$ cat src/rtl/regfile_sb.sv
// Integer register file with NRD combinational read ports, two write ports and a
// busy scoreboard for long-latency results. Define RF_BYPASS_EN to forward same-cycle writes to reads.
module regfile_sb #(
  parameter int XLEN = 32,
  parameter int NREG = 32,
  parameter int NRD  = 2,
  parameter int AW   = $clog2(NREG)
) (
  input  logic                      clk,
  input  logic                      rst,
  input  logic                      wr0_en,
  input  logic [AW-1:0]             wr0_addr,
  input  logic [XLEN-1:0]           wr0_data,
  input  logic                      wr1_en,
  input  logic [AW-1:0]             wr1_addr,
  input  logic [XLEN-1:0]           wr1_data,
  input  logic                      iss_en,
  input  logic [AW-1:0]             iss_addr,
  input  logic [NRD*AW-1:0]         rd_addr,
  output logic [NRD*XLEN-1:0]       rd_data,
  output logic [NRD-1:0]            rd_busy,
  output logic [$clog2(NREG+1)-1:0] pend_cnt,
  output logic                      iss_err
);

  localparam int CW = $clog2(NREG + 1);

  logic [XLEN-1:0] mem_q [NREG];
  logic [XLEN-1:0] mem_d [NREG];
  logic [NREG-1:0] busy_q, busy_d;
  logic [CW-1:0]   pend_cnt_q, pend_cnt_d;
  logic            iss_err_q, iss_err_d;

  logic wr0_act, wr1_act, iss_act;
  logic same_iss_wr1, cnt_inc, cnt_dec;

  assign wr0_act      = wr0_en && (wr0_addr != '0);
  assign wr1_act      = wr1_en && (wr1_addr != '0);
  assign iss_act      = iss_en && (iss_addr != '0);
  assign same_iss_wr1 = iss_act && wr1_act && (iss_addr == wr1_addr);

  // Port 1 is applied last so it wins a same-address collision.
  always_comb begin
    for (int i = 0; i < NREG; i++) begin
      mem_d[i] = mem_q[i];
    end
    if (wr0_act) mem_d[wr0_addr] = wr0_data;
    if (wr1_act) mem_d[wr1_addr] = wr1_data;
  end

  // A same-cycle issue re-marks the register after the clear, so it ends busy.
  always_comb begin
    busy_d = busy_q;
    if (wr1_act) busy_d[wr1_addr] = 1'b0;
    if (iss_act) busy_d[iss_addr] = 1'b1;

    cnt_inc    = iss_act && !busy_q[iss_addr];
    cnt_dec    = wr1_act && busy_q[wr1_addr] && !same_iss_wr1;
    pend_cnt_d = pend_cnt_q + CW'(cnt_inc) - CW'(cnt_dec);

    iss_err_d = iss_err_q;
    if (iss_act && busy_q[iss_addr] && !same_iss_wr1) iss_err_d = 1'b1;
  end

  always_ff @(posedge clk or posedge rst) begin
    if (rst) begin
      for (int i = 0; i < NREG; i++) begin
        mem_q[i] <= '0;
      end
      busy_q     <= '0;
      pend_cnt_q <= '0;
      iss_err_q  <= 1'b0;
    end else begin
      for (int i = 0; i < NREG; i++) begin
        mem_q[i] <= mem_d[i];
      end
      busy_q     <= busy_d;
      pend_cnt_q <= pend_cnt_d;
      iss_err_q  <= iss_err_d;
    end
  end

  assign pend_cnt = pend_cnt_q;
  assign iss_err  = iss_err_q;

  genvar gi;
  generate
    for (gi = 0; gi < NRD; gi++) begin : g_rd
      logic [AW-1:0] addr;
      assign addr = rd_addr[gi*AW +: AW];
`ifdef RF_BYPASS_EN
      // Forwarding is gated by rst so reads stay zero while reset is held.
      logic hit0, hit1;
      assign hit0 = !rst && wr0_act && (wr0_addr == addr);
      assign hit1 = !rst && wr1_act && (wr1_addr == addr);

      always_comb begin
        if (addr == '0) begin
          rd_data[gi*XLEN +: XLEN] = '0;
          rd_busy[gi]              = 1'b0;
        end else begin
          if (hit1)      rd_data[gi*XLEN +: XLEN] = wr1_data;
          else if (hit0) rd_data[gi*XLEN +: XLEN] = wr0_data;
          else           rd_data[gi*XLEN +: XLEN] = mem_q[addr];
          if (hit1 && !(iss_act && iss_addr == addr)) rd_busy[gi] = 1'b0;
          else                                         rd_busy[gi] = busy_q[addr];
        end
      end
`else
      always_comb begin
        if (addr == '0) begin
          rd_data[gi*XLEN +: XLEN] = '0;
          rd_busy[gi]              = 1'b0;
        end else begin
          rd_data[gi*XLEN +: XLEN] = mem_q[addr];
          rd_busy[gi]              = busy_q[addr];
        end
      end
`endif
    end
  endgenerate

endmodule

$ cat config.mk
export PLATFORM = sky130hd
export DESIGN_NAME = regfile_sb
export DESIGN_NICKNAME = d
export VERILOG_FILES = /design/src/rtl/regfile_sb.sv
export SDC_FILE = /design/constraint.sdc
export NUM_CORES = 2
export LEC_CHECK = 0
export ABC_CLOCK_PERIOD_IN_PS = 47100
export CORE_AREA = 2 2 436 438
export DETAILED_ROUTE_END_ITERATION = 8
export DIE_AREA = 0 0 438 440
export PLACE_DENSITY = 0.61
export SYNTH_ARGS = -nofsm -noshare
export SYNTH_HDL_FRONTEND = slang
export SYNTH_SLANG_ARGS = --single-unit
export TNS_END_PERCENT = 1
$ cat constraint.sdc
create_clock -name clk -period 47.1 [get_ports clk]
set_input_delay 9.42 -clock clk [delete_from_list [all_inputs] [get_ports clk]]
set_output_delay 9.42 -clock clk [all_outputs]
set_load 0.03 [all_outputs]
==> results by group <==
Run status
  • Status: completed

Synth
  • Area contributors post-synth: dfrtp_1 41%, mux4_2 18%, mux2i_1 14%
  • Count leader, synth: dfrtp_1
  • Post-synth EDFFs: 0
  • Yosys warning count: 0
  • Top_reg_cell synth: dfrtp_1
  • Mean Syn Cell Area: approximately 11 um2
  • Top cell type's share of synthesized area: about two fifths
  • Synthesized cell area: 0.0655 mm2
  • Count of cell types in the netlist: 59
  • Sequential area share after synthesis: around two fifths
  • Syn Inst Count: between 6000 and 7000
  • Synthesis-stage register bit count: about 1100
  • Cell taking the most area after synthesis: dfrtp_1
  • Syn Nets: 6199
  • Post-synth top cells: 1063 x dfrtp_1, 901 x mux2i_1, 739 x nor2_1, 697 x a21oi_1, 530 x mux4_2
  • Fraction of registers with async set or reset after synthesis: 100%

Placement
  • Pre-CTS setup slack: around 23000 ps
  • GP Congestion: 0.926
  • Placed cell count: between 8000 and 9000
  • Port bufs: between 150 and 200
  • Dpl hpwl: roughly 150000 um

Power
  • Sw Pwr: 1000 uW
  • Sequential power share: between 40% and 50%
  • Internal Pwr Total: around 2100 uW
  • Logic gate share of total power: between 20% and 30%
  • Net Sw Frac: 32.2%
  • Power, Total: 3100 uW
  • Leakage: a little under 0.03 uW
  • Clock power share: 29.1%
  • VDD IR-drop max: a little under 0.00003 V
  • Pwr/cell area: approximately 43 mW/mm2

Global routing
  • Grt ovf: 0
  • Vias in the first global route: ~50000
  • Global-route wire length before repair: roughly 380000 um
  • Largest net degree at the start of global routing: between 150 and 200
  • Antenna violations before repair: 20
  • GR Util All Layers: 26.9%

Routing
  • Vias: 53077
  • 1st-pass router iterations: 6
  • DR iter-0 viols: around 7200
  • Drt total wl: around 270000 um
  • Post-DR vias/cell: between 6 and 7
  • Wire length per cell: about 32 um
  • Post-route DRC: 0
  • Post-route ant nets: 0

Cells and area
  • Number of fill cells: between 15000 and 20000
  • Final net count: about 5900
  • Layout cells sized above 1: between 10% and 20%
  • Area grow syn2layout: 10.4%
  • Final std cells w/o fill: around 8400

STA
  • RSZ-0062 raised after global routing: no
  • Setup TNS: 0 ps
  • Final Max Slew Viols: 0
  • Fin. Hold Viols: 0
  • Final Worst Setup Slack: approximately 23000 ps
  • Relative max-transition margin: approximately 2.6%
  • Final Critical Period: 24150 ps
  • Measured slew at the worst slew-check pin: between 1000 and 1500 ps
  • Min Hold Slack: 396 ps
  • Tcrit/Tclk final: about half
  • Final setup viols: 0
  • Setup Skew: 4.05 ps
  • Achievable Freq: about 41 MHz

Setup path
  • Reg2reg start: busy_q[14]
  • CP startpoint: rd_addr[6]
  • CP endpoint kind: output port
  • Highest fanout seen on the critical path: between 60 and 70
  • WS Path Type: in -> out
  • Reg-to-reg slack, setup: ~44000 ps
  • Crit start category: input port
  • Critical path required time: approximately 38000 ps
  • Arrival time at the worst endpoint: about 15000 ps

Floorplan
  • Starting Density: a little over a third
  • Die Width: ~440 um
  • Die area: just under 0.2 mm2
  • # IOs: roughly 170
  • CORE AREA: roughly 0.19 mm2
  • Rows: 160
  • Die Ht: 440 um

Flow run
  • Max Cap Viol: 0

Clocking
  • Hold_buf cts: 0
  • CTS Buf Count: 109
  • Worst-skew pair later-pin latency: between 700 and 800 ps
  • Post-CTS Resized: 0
  • TritonCTS clock tree: done
  • Htree depth: 3
  • Clock Sinks: between 1000 and 1500
  • Worst-path clk slew: roughly 60 ps
  • Clk buf depth: 3
  • Setup Buffers After CTS: 0
  • Root buffer cell: clkbuf_16

Worst hold path
  • HP Class: reg -> reg
  • HP Start: mem_q[1013]
## layout make-up
type	count	area, um2	share of cell area, %
Antenna cell	12	30.0	0.0415
Clock buffer	165	3280	4.54
Clock inverter	33	329	0.455
Inverter	22	90.1	0.125
Multi-Input combinational cell	4227	35800	49.5
Sequential cell	1063	26600	36.8
Tap cell	2511	3140	4.34
Timing Repair Buffer	341	3020	4.17
## placed cells by master (no fill, tap or decap), types with 41 or more instances in the layout
master / netlist / routed
a21oi_1: 697 / 697
a31oi_1: 84 / 84
clkdlybuf4s50_1: 0 / 158
a22oi_1: 133 / 133
o21ai_0: 263 / 263
clkbuf_16: 0 / 111
nor2_1: 739 / 725
a211o_1: 66 / 66
o21ai_1: 41 / 41
buf_4: 78 / 174
mux4_2: 530 / 530
nand2_1: 375 / 350
dfrtp_1: 1063 / 1063
o22ai_1: 79 / 79
a32oi_1: 164 / 164
mux2i_1: 901 / 901
## cell families after synthesis
group                    after synthesis  synth area share, %
AO/OA/AOI/OAI                       1547                 14.1
multiplexers                        1437                 32.1
AND/OR/NAND/NOR                     1226                 7.53
flip-flops                          1063                 40.6
buffers and inverters                808                 5.43
XOR/XNOR                              10                0.134
adder cells (fa/ha/maj)                7                0.145
## worst paths after layout
kind | to | cells after the start
hold reg to reg | mem_q[1013] | 0
setup reg to reg | pend_cnt[4] | 14
min in group asynchronous | mem_q[502] | 2
hold / removal | mem_q[1013] | 0
max in group asynchronous | mem_q[454] | 7
setup / recovery | rd_data[41] | 9
## power groups by stage
stage	clock, uW	combinational [uW]	sequential (uW)
after floorplan	0	637	1300
after global placement	0	823	1330
after detailed placement	0	845	1350
after CTS	911	845	1340
after global routing	947	913	1370
final	905	855	1340
## per-layer routing
| metal | GRT usage (%) | wire (um) |
|---|---|---|
| met1 | 33.8 | 96500 |
| met2 | 40.4 | 117000 |
| met3 | 7.03 | 30200 |
| met4 | 19.2 | 22000 |
| met5 | 0 | 52 |
## worst max-delay path, cell delays in order
cell	delay, ps
buf_8	340
buf_4	770
buf_4	810
buf_4	920
mux4_2	370
mux2i_1	80
a211o_1	420
a31oi_1	610
clkdlybuf4s50_1	840
## stage by stage
step                area, um2  utilization [%]
floorplan               65500                -
global placement        68700             36.4
detailed placement      68700             36.4
CTS                     72300             38.3
global route            72300             38.3
finish                  72300             38.4
## flip-flops by register name (all words and copies together) (netlist names)
register  flops
mem_q      1024
iss_err       1
pend_cnt      6
busy_q       32
No activity file was read; power rests on OpenSTA's default activity.
